`src/rtl/eq_mac_scheduler.sv`:
```
// Sequencer time-sharing one MAC across the equalizer bands for each audio sample.
// Optional sticky overrun flag is built only when EQ_MAC_OVR_EN is defined.
module eq_mac_scheduler #(
    parameter int BANDS  = 3,
    parameter int TAPS   = 5,
    parameter int BAND_W = 2,
    parameter int TAP_W  = 3
) (
    input  logic              clk,
    input  logic              rst,
    input  logic              sample_valid,
    input  logic [1:0]        gain1,
    input  logic [1:0]        gain2,
    input  logic [1:0]        gain3,
    input  logic              ovr_clr,
    output logic              busy,
    output logic              mac_clr,
    output logic              mac_en,
    output logic [BAND_W-1:0] band_sel,
    output logic [TAP_W-1:0]  tap_idx,
    output logic              acc_store,
    output logic              out_valid,
    output logic              overrun,
    output logic [2:0]        state_o
);

    typedef enum logic [2:0] {
        IDLE  = 3'd0,
        CLR   = 3'd1,
        MAC   = 3'd2,
        STORE = 3'd3,
        DONE  = 3'd4
    } state_t;

    localparam logic [BAND_W-1:0] LAST_BAND = BAND_W'(BANDS - 1);
    localparam logic [TAP_W-1:0]  LAST_TAP  = TAP_W'(TAPS - 1);

    state_t                 state_q;
    logic [BAND_W-1:0]      band_q;
    logic [TAP_W-1:0]       tap_q;
    logic [BANDS-1:0][1:0]  g_lat_q;
    logic                   band_active;

    assign band_active = (g_lat_q[band_q] != 2'd0);

    always_ff @(posedge clk or negedge rst) begin
        if (!rst) begin
            state_q <= IDLE;
            band_q  <= '0;
            tap_q   <= '0;
            g_lat_q <= '0;
        end else begin
            case (state_q)
                IDLE: begin
                    // Gains are frozen here so mid-sample changes wait for the next sample.
                    if (sample_valid) begin
                        g_lat_q <= {gain3, gain2, gain1};
                        band_q  <= '0;
                        tap_q   <= '0;
                        state_q <= CLR;
                    end
                end
                CLR: begin
                    tap_q   <= '0;
                    state_q <= band_active ? MAC : STORE;
                end
                MAC: begin
                    if (tap_q == LAST_TAP) begin
                        tap_q   <= '0;
                        state_q <= STORE;
                    end else begin
                        tap_q <= tap_q + TAP_W'(1);
                    end
                end
                STORE: begin
                    if (band_q == LAST_BAND) begin
                        state_q <= DONE;
                    end else begin
                        band_q  <= band_q + BAND_W'(1);
                        state_q <= CLR;
                    end
                end
                DONE: begin
                    band_q  <= '0;
                    tap_q   <= '0;
                    state_q <= IDLE;
                end
                default: state_q <= IDLE;
            endcase
        end
    end

    always_comb begin
        busy      = (state_q != IDLE);
        mac_clr   = (state_q == CLR);
        mac_en    = (state_q == MAC);
        acc_store = (state_q == STORE);
        out_valid = (state_q == DONE);
        band_sel  = '0;
        tap_idx   = '0;
        if (state_q == CLR || state_q == MAC || state_q == STORE) begin
            band_sel = band_q;
        end
        if (state_q == MAC) begin
            tap_idx = tap_q;
        end
        state_o = state_q;
    end

`ifdef EQ_MAC_OVR_EN
    logic overrun_q;
    logic overrun_d;

    // A new pulse landing on a busy sequencer wins over a same-cycle clear.
    always_comb begin
        overrun_d = overrun_q;
        if (sample_valid && state_q != IDLE) begin
            overrun_d = 1'b1;
        end else if (ovr_clr) begin
            overrun_d = 1'b0;
        end
    end

    always_ff @(posedge clk or negedge rst) begin
        if (!rst) begin
            overrun_q <= 1'b0;
        end else begin
            overrun_q <= overrun_d;
        end
    end

    assign overrun = overrun_q;
`else
    logic unused_ovr_clr;
    assign unused_ovr_clr = ovr_clr;
    assign overrun        = 1'b0;
`endif

endmodule
```
`config.mk`:
```
export PLATFORM = sky130hd
export DESIGN_NAME = eq_mac_scheduler
export DESIGN_NICKNAME = d
export VERILOG_FILES = /design/src/rtl/eq_mac_scheduler.sv
export SDC_FILE = /design/constraint.sdc
export NUM_CORES = 1
export LEC_CHECK = 0
export CELL_PAD_IN_SITES_DETAIL_PLACEMENT = 1
export CELL_PAD_IN_SITES_GLOBAL_PLACEMENT = 2
export CORE_MARGIN = 10
export CORE_UTILIZATION = 30
export DETAILED_ROUTE_END_ITERATION = 12
export PLACE_DENSITY_LB_ADDON = 0.1
export SLEW_MARGIN = 30
export SYNTH_ARGS = -nofsm -noshare
export SYNTH_HDL_FRONTEND = slang
export SYNTH_SLANG_ARGS = --single-unit
```
`constraint.sdc`:
```
create_clock -name clk -period 2.4 [get_ports clk]
set_clock_uncertainty 0.05 [all_clocks]
set_input_delay 0.24 -clock clk [delete_from_list [all_inputs] [get_ports clk]]
set_output_delay 0.24 -clock clk [all_outputs]
set_load 0.05 [all_outputs]
```
# == Word level (Yosys, flattened, before mapping) ==
# Cells that the tools add are included.
# totals
reg_bits,14
word_cells,45
out_inout_bits,14
input_bits,10
# classes
n_eq_ne,9
n_reduce_logical,12
order_cmp,1
n_addsub,2
muxes,15
# ops
op,count
2-to-1 mux 3 bit,6
case mux 3 bit (4 select lines),1
case mux 3 bit (3 select lines),1
nonzero test 3 bit,3
2-to-1 mux 2 bit,4
"== test 3 x 2 -> 1 bit, second input constant",2
"== test 3 bit, second input constant",2
case mux 2 bit (3 select lines),1
AND reduction 2 bit,3
binary-select mux 2 bit (select 2 bit),1
"inequality test 2 bit, second input constant",2
"adder 3 x 1 -> 3 bit, second input constant",1
"== test 3 x 1 -> 1 bit, second input constant",1
logical NOT 3 bit,1
"< comparator 2 x 3 -> 1 bit, second input constant",1
AND reduction 3 bit,1
"adder 2 x 1 -> 2 bit, second input constant",1
"== test 2 bit, second input constant",1
logical OR 1 bit,2
"inequality test 2 x 1 -> 1 bit, second input constant",1
nonzero test 2 bit,1
OR reduction 2 bit,1
2-to-1 mux 1 bit,1

# == Depth between registers and ports, before layout ==
# depth
word_depth,5
depth_mapped,5
ltp_nobuf,5

# == Least setup slack after synthesis ==
# Ideal clock, no wire load.
# synth_timing
kind,reg2out
from,"register state_q[1], in the netlist state_o[1]"
to,output tap_idx[0]
arrival_time_ns,2.227
path_stages_with_launch,4
required_time_ns,2.110
path_buffers,1
path_slack_ns,-0.117
path_cell_list,dfrtp_1 > buf_4 > nor3b_2 > and2_1
# synth_via
elab_chain_len,2
# synth_rtl
item,line_no,text
from (decl),38,state_t state_q;
from (signal assigned),65,state_q <= band_active ? MAC : STORE;
== test 3 x 2 -> 1 bit,-,
net mac_en,18,"output logic mac_en,"
2-to-1 mux 3 bit,104,if (state_q == MAC) begin
to (decl),20,"output logic [TAP_W-1:0] tap_idx,"
# The timed path passes the listed nets, and every way through them passes these cells.

# == Worst setup path in the final report ==
# layout_timing
from,"register state_q[0], in the netlist state_o[0]"
to,output out_valid
# layout_via
elab_chain_len,1
# layout_rtl
item,line_no,text
== test 3 bit,98,out_valid = (state_q == DONE);
to (decl),22,"output logic out_valid,"
# Every way passes these cells.

==> results_dict.tcl <==
set metrics [dict create \
    outcome "finished clean" \
    fp.dieH_um 72.1 \
    drcViolationCount 0 \
    max_slew_margin_pct 58.3 \
    netlist_instances 72 \
    seq_area_frac_synth_pct 43.1 \
    num_io_pins 24 \
    die-area_mm2 0.00519 \
    start_util_pct 32.2 \
    nNetsFinal 107 \
    p_leak_nw 0.512 \
    r2r-start "state_o[0]$_DFFE_PN0P_" \
    portBuffers 21 \
    cts_tree "done" \
    setup_violations 0 \
    placed_cell_area_mm2 0.00103 \
    clockBufferDepth 2 \
    worst_slew_pin_slew_ns 0.624 \
    cts_root_buf "clkbuf_4" \
    power_per_cell_area_mw_per_mm2 1460 \
    overflow 0 \
    pre_cts_ws_ns 0.384 \
    worst_slack_ns 0.124 \
    rsz0062_at_grt "no" \
    whs_ns 0.301 \
    final_max_slew_viol_count 0 \
    fin_util_pct 42.3 \
    drv_cap 0 \
    r2r-end "g_lat_q[1]$_DFFE_PN0P_" \
    fin_tns_setup_ns 0 \
    fmax_ghz 0.439 \
    ys_types 31 \
    ys.warnings.count 0 \
    antenna_left 0 \
    synth_seq_cells 14 \
    startpoint "state_o[0]$_DFFE_PN0P_" \
    cts_num_sinks 14 \
    vias 607 \
    period_minus_slack_ns 2.28 \
    crit_chain "nor2_1 -> and2_1 -> clkdlybuf4s50_1" \
    grt_pass1_wl_mm 3.18 \
    post_cts_buffers 0 \
    reg2reg_slack_ns 0.75 \
    finalHoldViolCount 0 \
    die_w_um 72.1 \
    grt_use_total_pct 7.40 \
    fp.coreArea_mm2 0.00252 \
    gp_congestion 0.688 \
    n_antenna_cell 0 \
    cpPeakStageDelay_ns 0.80 \
    first_pass_iters 2 \
    crit_end "out_valid" \
    cp.required_ns 2.11 \
    critPathArrivalTime_ns 1.99 \
    hp-class "input pin to async pin" \
    r2r_cells 3 \
    drt_iter0_drc 29 \
    crit_path_end_kind "primary output" \
    syn_avg_cell_area_um2 11.3 \
    h-tree-depth 1 \
    cp_num_buf_inv 1 \
    flow.area_growth_from_synthesis_pct 31.2 \
    drive_gt1_share_pct 21.5 \
    path_class "flop to primary output" \
    wl_per_cell_um 14.4 \
    routed_wl_mm 1.77 \
    fin_crit_sh_pct 94.8 \
    dpl.hpwl_mm 1.42 \
    cp_max_fo 10 \
    final_area_mm2 0.00107 \
    cts_made_buffers 3 \
    grt_antenna_before_repair 0 \
    cp.depth 3 \
    row_count 18 \
    critPathTopFamily "buffers and inverters" \
    ir_drop_v 0.000724 \
    grt_max_degree 15 \
    clk_pin_slew_worst_paths_ns 0.08 \
    synth_nets 85 \
    clk_latency_ns 0.27 \
    syn_area_um2 813 \
    cpMaxStageDelayCell "clkdlybuf4s50_1" \
    first_global_vias 703 \
    start_kind "flop" \
    via_per_inst 4.93 \
]
[sequential cells by signal (all words and copies together), names as in the netlist]
name     count
band_q       2
g_lat_q      6
tap_q        3
state_o      3
[routing by layer]
| layer | vias up | GRT usage, % | wire [um] |
|---|---|---|---|
| met5 | - | 0 | 0 |
| met4 | 0 | 3.23 | 16 |
| met3 | 2 | 2.99 | 132 |
| met2 | 15 | 11.3 | 783 |
| met1 | 300 | 8.92 | 835 |
| li1 | 290 | - | - |
[final cells by class]
| cell class | instances | area (um^2) |
|---|---|---|
| clock buffer | 4 | 36.3 |
| fill | 298 | 1460 |
| inverter | 4 | 15.0 |
| multi-input combinational | 50 | 423 |
| sequential | 14 | 350 |
| tap | 30 | 37.5 |
| timing repair buffer | 21 | 205 |
[cell families (layout without fill, tap and decap cells)]
family	count (synthesis)	after routing	synth area share, %
AND/OR/NAND/NOR	26	26	21.7
flip-flops	14	14	43.1
AO/OA/AOI/OAI	12	12	10.9
multiplexers	8	8	13.5
buffers and inverters	8	29	5.69
adder cells (fa/ha/maj)	3	3	4.62
other	1	1	0.461
[where the power goes]
group          leakage [nW]  internal [mW]  switching, mW  total [mW]
sequential            0.174          0.340          0.126       0.466
combinational         0.316          0.397          0.530       0.927
clock                0.0210         0.0921         0.0727       0.165
total                 0.512          0.829          0.729        1.56
[how the worst min path moves through the flow]
stage | to | cells after the start | slack (ns)
after detailed placement | g_lat_q[0]$_DFFE_PN0P_ | 1 | 0.45
after CTS | g_lat_q[1]$_DFFE_PN0P_ | 1 | 0.31
after global routing | g_lat_q[1]$_DFFE_PN0P_ | 1 | 0.34
final | g_lat_q[1]$_DFFE_PN0P_ | 1 | 0.30
after global placement | g_lat_q[1]$_DFFE_PN0P_ | 1 | 0.45
after floorplan | band_q[0]$_DFFE_PN0P_ | 0 | -0.11
[through the flow]
step / total power [mW] / std cells
after floorplan: 1.17 / 72
after global placement: 1.40 / 119
after detailed placement: 1.41 / 119
after CTS: 1.59 / 123
after global routing: 1.67 / 123
final: 1.56 / 123
[cell usage in the layout (no fill, tap or decap)]
cell	instances
clkbuf_4	3
or2_2	1
or3_4	1
conb_1	1
ha_1	3
and2_1	5
mux2i_1	2
nor3_1	2
o211ai_1	1
dfrtp_1	14
a21oi_1	1
nor3b_4	1
mux2_4	6
inv_1	4
and3_1	1
nor2_8	1
nor2_1	3
nand2b_1	1
o211ai_2	1
o21ai_0	2
clkbuf_8	1
dlymetal6s2s_1	2
a211o_1	1
nor2b_1	1
and2b_1	1
nand2_1	4
nor3b_1	2
a311oi_1	2
nand3_1	1
clkdlybuf4s50_1	15
o21ai_1	2
buf_4	4
nor3b_2	1
a22o_1	2
[Yosys cell counts]
| master | number | share of area (%) |
|---|---|---|
| conb_1 | 1 | 0.46 |
| a311oi_1 | 2 | 2.2 |
| nand2_1 | 4 | 1.8 |
| buf_4 | 2 | 1.8 |
| o21ai_1 | 2 | 1.2 |
| a21oi_1 | 1 | 0.61 |
| nand2b_1 | 1 | 0.77 |
| nor2_8 | 1 | 2.5 |
| and2b_1 | 1 | 0.92 |
| and3_1 | 1 | 0.77 |
| and2_1 | 5 | 3.8 |
| mux2_4 | 6 | 11 |
| nor2_1 | 3 | 1.4 |
| nand3_1 | 1 | 0.61 |
| buf_6 | 1 | 1.4 |
| buf_2 | 1 | 0.61 |
| o21ai_0 | 2 | 1.2 |
| or2_2 | 1 | 0.77 |
| dfrtp_1 | 14 | 43 |
| nor3b_1 | 2 | 1.8 |
| o211ai_1 | 1 | 0.92 |
| or3_4 | 1 | 1.4 |
| nor3b_2 | 2 | 3.1 |
| mux2i_1 | 2 | 2.5 |
| ha_1 | 3 | 4.6 |
| nor3_1 | 2 | 1.2 |
| o211ai_2 | 1 | 1.5 |
| a211o_1 | 1 | 1.1 |
| nor2b_1 | 1 | 0.77 |
| inv_1 | 4 | 1.8 |
| a22o_1 | 2 | 2.2 |
[repair_timing]
item                       in CTS  in global routing
hold buffers                    0                  0
gates resized for setup         0                  2
setup endpoints to repair       0                  2
Note: power is estimated with default switching activity, not from simulation.
